[config.mk]
export PLATFORM = sky130hd
export DESIGN_NAME = servo_cmd_scheduler
export DESIGN_NICKNAME = d
export VERILOG_FILES = /design/src/rtl/servo_cmd_scheduler.sv
export SDC_FILE = /design/constraint.sdc
export NUM_CORES = 1
export LEC_CHECK = 0
export BUFFER_PORTS_ARGS = -buffer_cell sky130_fd_sc_hd__buf_4
export CAP_MARGIN = 20
export CELL_PAD_IN_SITES_DETAIL_PLACEMENT = 0
export CELL_PAD_IN_SITES_GLOBAL_PLACEMENT = 2
export CORE_ASPECT_RATIO = 1.2
export CORE_UTILIZATION = 36
export DETAILED_ROUTE_END_ITERATION = 12
export PLACE_DENSITY_LB_ADDON = 0.08
export SETUP_SLACK_MARGIN = 0.02
export SYNTH_ARGS = -nofsm -noshare
export SYNTH_HDL_FRONTEND = slang
export SYNTH_SLANG_ARGS = --single-unit
[constraint.sdc]
create_clock -name clk -period 1.9 [get_ports clk]
set_input_delay 0.38 -clock clk [delete_from_list [all_inputs] [get_ports clk]]
set_output_delay 0.38 -clock clk [all_outputs]
set_load 0.005 [all_outputs]
[src/rtl/servo_cmd_scheduler.sv]
// servo_cmd_scheduler
//   Parses the UART command stream (0xA5, CMD, payload, CHK), stages PWM duty
//   and enable changes per axis, and answers each packet with ACK 0x5A or
//   NAK 0xEE. Duty changes are double-buffered: the shadow moves to the live
//   registers only on that axis's period_sync, so phases never tear.
//   DISABLE bypasses the sync and drops pwm_en immediately.
//
// Ports
//   clk, reset_n             clock, asynchronous active-low reset
//   rx_data/rx_valid/rx_ready   byte input, consumed on rx_valid & rx_ready
//   tx_data/tx_valid/tx_ready   response byte, held until tx_ready
//   period_sync[NUM_AXES]    one-cycle pulse at each axis PWM period start
//   duty_out                 live duties, axis n phase p at [(3n+p)*DUTY_W +: DUTY_W]
//   pwm_en[NUM_AXES]         live per-axis enable
//   err_cnt                  saturating count of rejected packets
//   fsm_state                debug view of the parser state (HUNT=0 .. RESP=5)
//
// Handshake: a transfer happens on a rising clk edge where valid and ready
// are both 1; valid, once raised, holds its data stable until that edge.
module servo_cmd_scheduler #(
  parameter int NUM_AXES    = 3,
  parameter int DUTY_W      = 16,
  parameter int DUTY_MAX    = 2499,
  parameter int TIMEOUT_CYC = 50000
) (
  input  logic                         clk,
  input  logic                         reset_n,
  input  logic [7:0]                   rx_data,
  input  logic                         rx_valid,
  output logic                         rx_ready,
  output logic [7:0]                   tx_data,
  output logic                         tx_valid,
  input  logic                         tx_ready,
  input  logic [NUM_AXES-1:0]          period_sync,
  output logic [NUM_AXES*3*DUTY_W-1:0] duty_out,
  output logic [NUM_AXES-1:0]          pwm_en,
  output logic [7:0]                   err_cnt,
  output logic [2:0]                   fsm_state
);

  typedef enum logic [2:0] {
    S_HUNT    = 3'd0,
    S_CMD     = 3'd1,
    S_PAYLOAD = 3'd2,
    S_CHK     = 3'd3,
    S_EXEC    = 3'd4,
    S_RESP    = 3'd5
  } state_t;

  localparam logic [3:0]        OP_SET     = 4'h1;
  localparam logic [3:0]        OP_EN      = 4'h2;
  localparam logic [3:0]        OP_DIS     = 4'h3;
  localparam int                GAP_W      = $clog2(TIMEOUT_CYC + 1);
  localparam logic [GAP_W-1:0]  GAP_LAST   = GAP_W'(TIMEOUT_CYC - 1);
  localparam logic [15:0]       DUTY_MAX16 = 16'(DUTY_MAX);

  state_t             state;
  logic [7:0]         cmd;
  logic               err;
  logic [7:0]         xor_acc;
  logic [2:0]         pay_cnt;
  logic [GAP_W-1:0]   gap_cnt;
  logic [7:0]         stage [0:5];
  logic               take;
  logic               cmd_bad;
  logic               exec_ok;

  logic [DUTY_W-1:0]  shadow [NUM_AXES][3];
  logic [DUTY_W-1:0]  live   [NUM_AXES][3];
  logic [NUM_AXES-1:0] pending;
  logic [NUM_AXES-1:0] en_pending;

  assign take      = rx_valid & rx_ready;
  assign fsm_state = state;
  // Unknown opcodes and out-of-range axes are remembered and NAKed at EXEC.
  assign cmd_bad   = !(rx_data[7:4] inside {OP_SET, OP_EN, OP_DIS}) ||
                     (int'(rx_data[1:0]) >= NUM_AXES);
  assign exec_ok   = (state == S_EXEC) && !err;

  function automatic logic [DUTY_W-1:0] clamp_duty(input logic [15:0] raw);
    return (raw > DUTY_MAX16) ? DUTY_W'(DUTY_MAX16) : DUTY_W'(raw);
  endfunction

  // Packet parser
  always_ff @(posedge clk or negedge reset_n) begin
    if (!reset_n) begin
      state    <= S_HUNT;
      cmd      <= '0;
      err      <= 1'b0;
      xor_acc  <= '0;
      pay_cnt  <= '0;
      gap_cnt  <= '0;
      tx_data  <= '0;
      tx_valid <= 1'b0;
      rx_ready <= 1'b1;
      err_cnt  <= '0;
      for (int i = 0; i < 6; i++) stage[i] <= '0;
    end else begin
      case (state)
        S_HUNT: begin
          gap_cnt <= '0;
          if (take && rx_data == 8'hA5) state <= S_CMD;
        end
        S_CMD, S_PAYLOAD, S_CHK: begin
          if (take) begin
            gap_cnt <= '0;
            case (state)
              S_CMD: begin
                cmd     <= rx_data;
                xor_acc <= rx_data;
                err     <= cmd_bad;
                pay_cnt <= '0;
                state   <= (rx_data[7:4] == OP_SET) ? S_PAYLOAD : S_CHK;
              end
              S_PAYLOAD: begin
                stage[pay_cnt] <= rx_data;
                xor_acc        <= xor_acc ^ rx_data;
                if (pay_cnt == 3'd5) state <= S_CHK;
                else                 pay_cnt <= pay_cnt + 3'd1;
              end
              default: begin
                err      <= err | (rx_data != xor_acc);
                rx_ready <= 1'b0;
                state    <= S_EXEC;
              end
            endcase
          end else if (gap_cnt == GAP_LAST) begin
            // Inter-byte gap expired: abandon the packet and NAK it.
            err      <= 1'b1;
            rx_ready <= 1'b0;
            state    <= S_EXEC;
          end else begin
            gap_cnt <= gap_cnt + 1'b1;
          end
        end
        S_EXEC: begin
          tx_valid <= 1'b1;
          tx_data  <= err ? 8'hEE : 8'h5A;
          if (err && err_cnt != 8'hFF) err_cnt <= err_cnt + 8'd1;
          state    <= S_RESP;
        end
        S_RESP: begin
          if (tx_ready) begin
            tx_valid <= 1'b0;
            rx_ready <= 1'b1;
            state    <= S_HUNT;
          end
        end
        default: begin
          state    <= S_HUNT;
          rx_ready <= 1'b1;
          tx_valid <= 1'b0;
        end
      endcase
    end
  end

  // Shadow / live registers. Statement order sets priority: a write in EXEC
  // lands after the sync transfer, so a same-cycle sync moves the old shadow
  // and pending stays set for the new one. DISABLE wins over everything.
  always_ff @(posedge clk or negedge reset_n) begin
    if (!reset_n) begin
      pending    <= '0;
      en_pending <= '0;
      pwm_en     <= '0;
      for (int n = 0; n < NUM_AXES; n++) begin
        for (int p = 0; p < 3; p++) begin
          shadow[n][p] <= '0;
          live[n][p]   <= '0;
        end
      end
    end else begin
      for (int n = 0; n < NUM_AXES; n++) begin
        if (period_sync[n] && pending[n]) begin
          for (int p = 0; p < 3; p++) live[n][p] <= shadow[n][p];
          pending[n] <= 1'b0;
        end
        if (period_sync[n] && en_pending[n]) begin
          pwm_en[n]     <= 1'b1;
          en_pending[n] <= 1'b0;
        end
        if (exec_ok && int'(cmd[1:0]) == n) begin
          if (cmd[7:4] == OP_SET) begin
            for (int p = 0; p < 3; p++)
              shadow[n][p] <= clamp_duty({stage[2*p+1], stage[2*p]});
            pending[n] <= 1'b1;
          end
          if (cmd[7:4] == OP_EN) en_pending[n] <= 1'b1;
          if (cmd[7:4] == OP_DIS) begin
            pwm_en[n]     <= 1'b0;
            en_pending[n] <= 1'b0;
          end
        end
      end
    end
  end

  for (genvar gn = 0; gn < NUM_AXES; gn++) begin : g_axis
    for (genvar gp = 0; gp < 3; gp++) begin : g_phase
      assign duty_out[(3*gn+gp)*DUTY_W +: DUTY_W] = live[gn][gp];
    end
  end

endmodule

==> metrics.md <==
| Metric | Value |
|---|---|
| CTS Buffer Depth | `3` |
| Clock transition at path regs | `0.06 ns` |
| DR WL/cell | `18.8 µm` |
| Setup TNS | `-0.489 ns` |
| CP arrival | `2.37 ns` |
| Pwr dens | `852 mW/mm²` |
| Num CTS Buffers | `43` |
| Final Setup Violations | `38` |
| Post-Syn Area | `0.0155 mm²` |
| Overall Power | `16.9 mW` |
| Final wirelength | `38600 µm` |
| Hold_sp | `period_sync[0]` |
| Mapped Nets | `1235` |
| Critical-path cell list | `or4b_4 -> nor4_4 -> buf_4 -> nand2_8 -> clkbuf_16 -> and2_4` |
| # DRC | `0` |
| Initial Util | `36.8%` |
| Initial DRC count | `367` |
| Drt pass-1 iters | `5` |
| Worst vdd ir | `0.554 mV` |
| Commonest non-fill, non-tap cell in the layout | `dfrtp_1` |
| H-Tree Level Count | `2` |
| Sink of the worst hold path | `pending[0]$_DFF_PN0_` |
| Min Tclk post-route | `1.94 ns` |
| Placer Congestion | `0.786` |
| Reg-to-Reg Start | `cmd[5]$_DFFE_PN0P_` |
| Die Y | `229 µm` |
| Most used DFF post-synth | `dfrtp_1` |
| Critical path type | `reg -> reg` |
| Placeable core region | `0.0422 mm²` |
| Layout Skew | `0.0133 ns` |
| Worst stage delay on the critical path | `0.55 ns` |
| RSZ-0062 raised after global routing | `yes` |
| R2R Path End | `shadow[110]$_DFFE_PN0P_` |
| R2R cell count | `6` |
| GR Overflow Total | `0` |
| Clk_lat worst skew | `0.54 ns` |
| Final Max Tran Viols | `0` |
| Max-Cap Viols | `0` |
| Area of the multi-input gates | `0.00544 mm²` |
| Vias in the first global route | `10000` |
| Die area | `0.0439 mm²` |
| Antenna diodes | `0` |
| Unique masters post-synth | `58` |
| First-pass GRT wire length | `59500 µm` |
| CP startpoint kind | `flop` |
| Syn_area_per_cell | `12.8 µm²` |
| Synth warn | `0` |
| Sink Count | `395` |
| Share of cells above drive strength 1 | `41.4%` |
| TritonCTS clock tree | `built` |
| Area growth from synthesis to layout | `28.1%` |
| Post-synth EDFFs | `0` |
| Initial antenna violation count | `0` |
| Crit path max fanout | `23` |
| Actual transition at the worst max-transition pin | `0.484 ns` |
| Post-Syn Instances | `1216` |
| Failing checks | `negative setup slack` |
| IO Count | `183` |
| Sequential area share after synthesis | `63.7%` |
| Worst Hold Depth | `2` |
| Async S/R FF share, synth | `100%` |
| Worst setup EP type | `flop` |
| Filler Cell Count | `3941` |
| GRT Overall Usage | `17.6%` |
| Fin. Hold Viols | `0` |
| Via density | `4.86` |
| CTS root buf | `clkbuf_16` |
| Period Utilization, post-route | `102%` |
| Largest net degree at the start of global routing | `64` |
| FMAX | `516 MHz` |
| Fin nets | `1494` |
| Post-DP HPWL | `25200 µm` |
| Setup ws final | `-0.0397 ns` |
| Die X | `192 µm` |
| FF/Latch Area | `0.00989 mm²` |
| Slew HR | `67.3%` |
| Leakage | `9.95 nW` |
| Critical Path Slowest Stage Cell | `or4b_4` |
| Port Buffers | `181` |
| Most frequent cells in the layout | `393 x dfrtp_1, 254 x buf_4, 199 x mux2_2` |
| Via Count | `9976` |
| Outcome | `finished, violations left` |
| Flops & latches, synth | `395` |
| Final ANT Viol Nets | `0` |
| Row cnt | `82` |
| Hold Path Class | `in -> reg` |
| FF-to-FF setup slack | `-0.04 ns` |
| WP data required | `2.33 ns` |
-- worst max-delay path by stage --
stage                                   from                        to  slack [ns]  depth (start not counted)
finish                    cmd[5]$_DFFE_PN0P_   shadow[110]$_DFFE_PN0P_       -0.04                          6
global route              cmd[5]$_DFFE_PN0P_   shadow[100]$_DFFE_PN0P_       -0.13                          6
CTS                       cmd[5]$_DFFE_PN0P_    shadow[15]$_DFFE_PN0P_       -0.02                          6
detailed placement   gap_cnt[10]$_DFFE_PN0P_           err$_DFFE_PN0P_       -0.11                          5
global placement    fsm_state[1]$_DFFE_PN0P_   en_pending[2]$_DFF_PN0_       -0.12                          6
floorplan           fsm_state[0]$_DFFE_PN0P_  fsm_state[1]$_DFFE_PN0P_        0.01                          5
-- routing by layer --
metal / share of wire [%] / vias up / GRT usage [%]
met4: 1.6 / 0 / 4.29
li1: - / 4738 / -
met2: 49 / 159 / 28.9
met1: 46 / 5031 / 24.1
met3: 3.6 / 48 / 2.77
met5: 0 / - / 0
-- report_power, final --
part	total (mW)	switching (mW)	internal (mW)
clock	8.17	3.30	4.88
sequential	8.42	0.00315	8.42
combinational	0.334	0.247	0.0868
-- registers in the layout, indices dropped and copies added, names as in the netlist, 6 cells and up --
| register | count |
|---|---|
| duty_out | 144 |
| stage | 48 |
| cmd | 6 |
| gap_cnt | 16 |
| shadow | 144 |
| xor_acc | 8 |
| err_cnt | 8 |
-- synthesized netlist by cell type, types with 12 or more instances --
cell,number,area share [%]
nand2_1,155,3.7
buf_6,13,0.94
a21oi_1,27,0.87
clkbuf_1,38,0.92
o21ai_1,51,1.6
and2_1,39,1.6
o21ai_0,93,3.0
nand3_1,22,0.71
nor2_1,41,0.99
mux2_2,201,15
dfrtp_1,394,64
buf_4,12,0.58
-- critical path: cells and delay by family (launching register included) --
kind | cells | cell delay, ns
buffers and inverters | 2 | 0.41
flip-flops | 1 | 0.37
AND/OR/NAND/NOR | 4 | 1.05
-- what timing repair did --
item | in CTS | in global routing
cloned | 0 | 4
pin swaps | 19 | 18
resized for setup | 35 | 52
endpoints found under the setup margin | 140 | 159
hold buffers | 1 | 0
hold endpoints to repair | 22 | 0
setup buffers | 3 | 9
-- kinds of logic (layout without fill, tap and decap cells) --
| kind of cell | count (synthesis) | count (layout) | share of synthesized area, % |
|---|---|---|---|
| xor gates and xnor gates | 20 | 20 | 1.13 |
| other | 1 | 1 | 0.0242 |
| adders and majority gates | 4 | 4 | 0.322 |
| DFF | 395 | 395 | 63.7 |
| buffers and inverters | 76 | 368 | 2.79 |
| and+or+nand+nor | 317 | 317 | 10.1 |
| AOI/OAI and AO/OA | 197 | 197 | 7.02 |
| muxes | 206 | 206 | 14.9 |
-- metrics by stage --
step                      util, %  setup slack (ns)  hold slack (ns)  std cells  cell area (µm²)
final                        47.1           -0.0397           0.0427       2054            19900
after floorplan                 -            0.0121           0.0844       1216            15500
after global placement       42.8            -0.124            0.295       1959            18000
after detailed placement     42.8            -0.115            0.296       1959            18000
after CTS                    46.4           -0.0212           0.0384       2041            19600
after global routing         47.1            -0.130           0.0211       2054            19900
-- layout make-up --
class                   instances  share of cell area, %
clock inverters                 7                  0.176
flip-flops and latches        395                   49.7
well taps                     546                   3.44
repair buffers                283                   12.3
inverters                       7                  0.132
clock buffers                  71                   6.86
multi-input cells             745                   27.3
(Power assumes the default switching activity.)
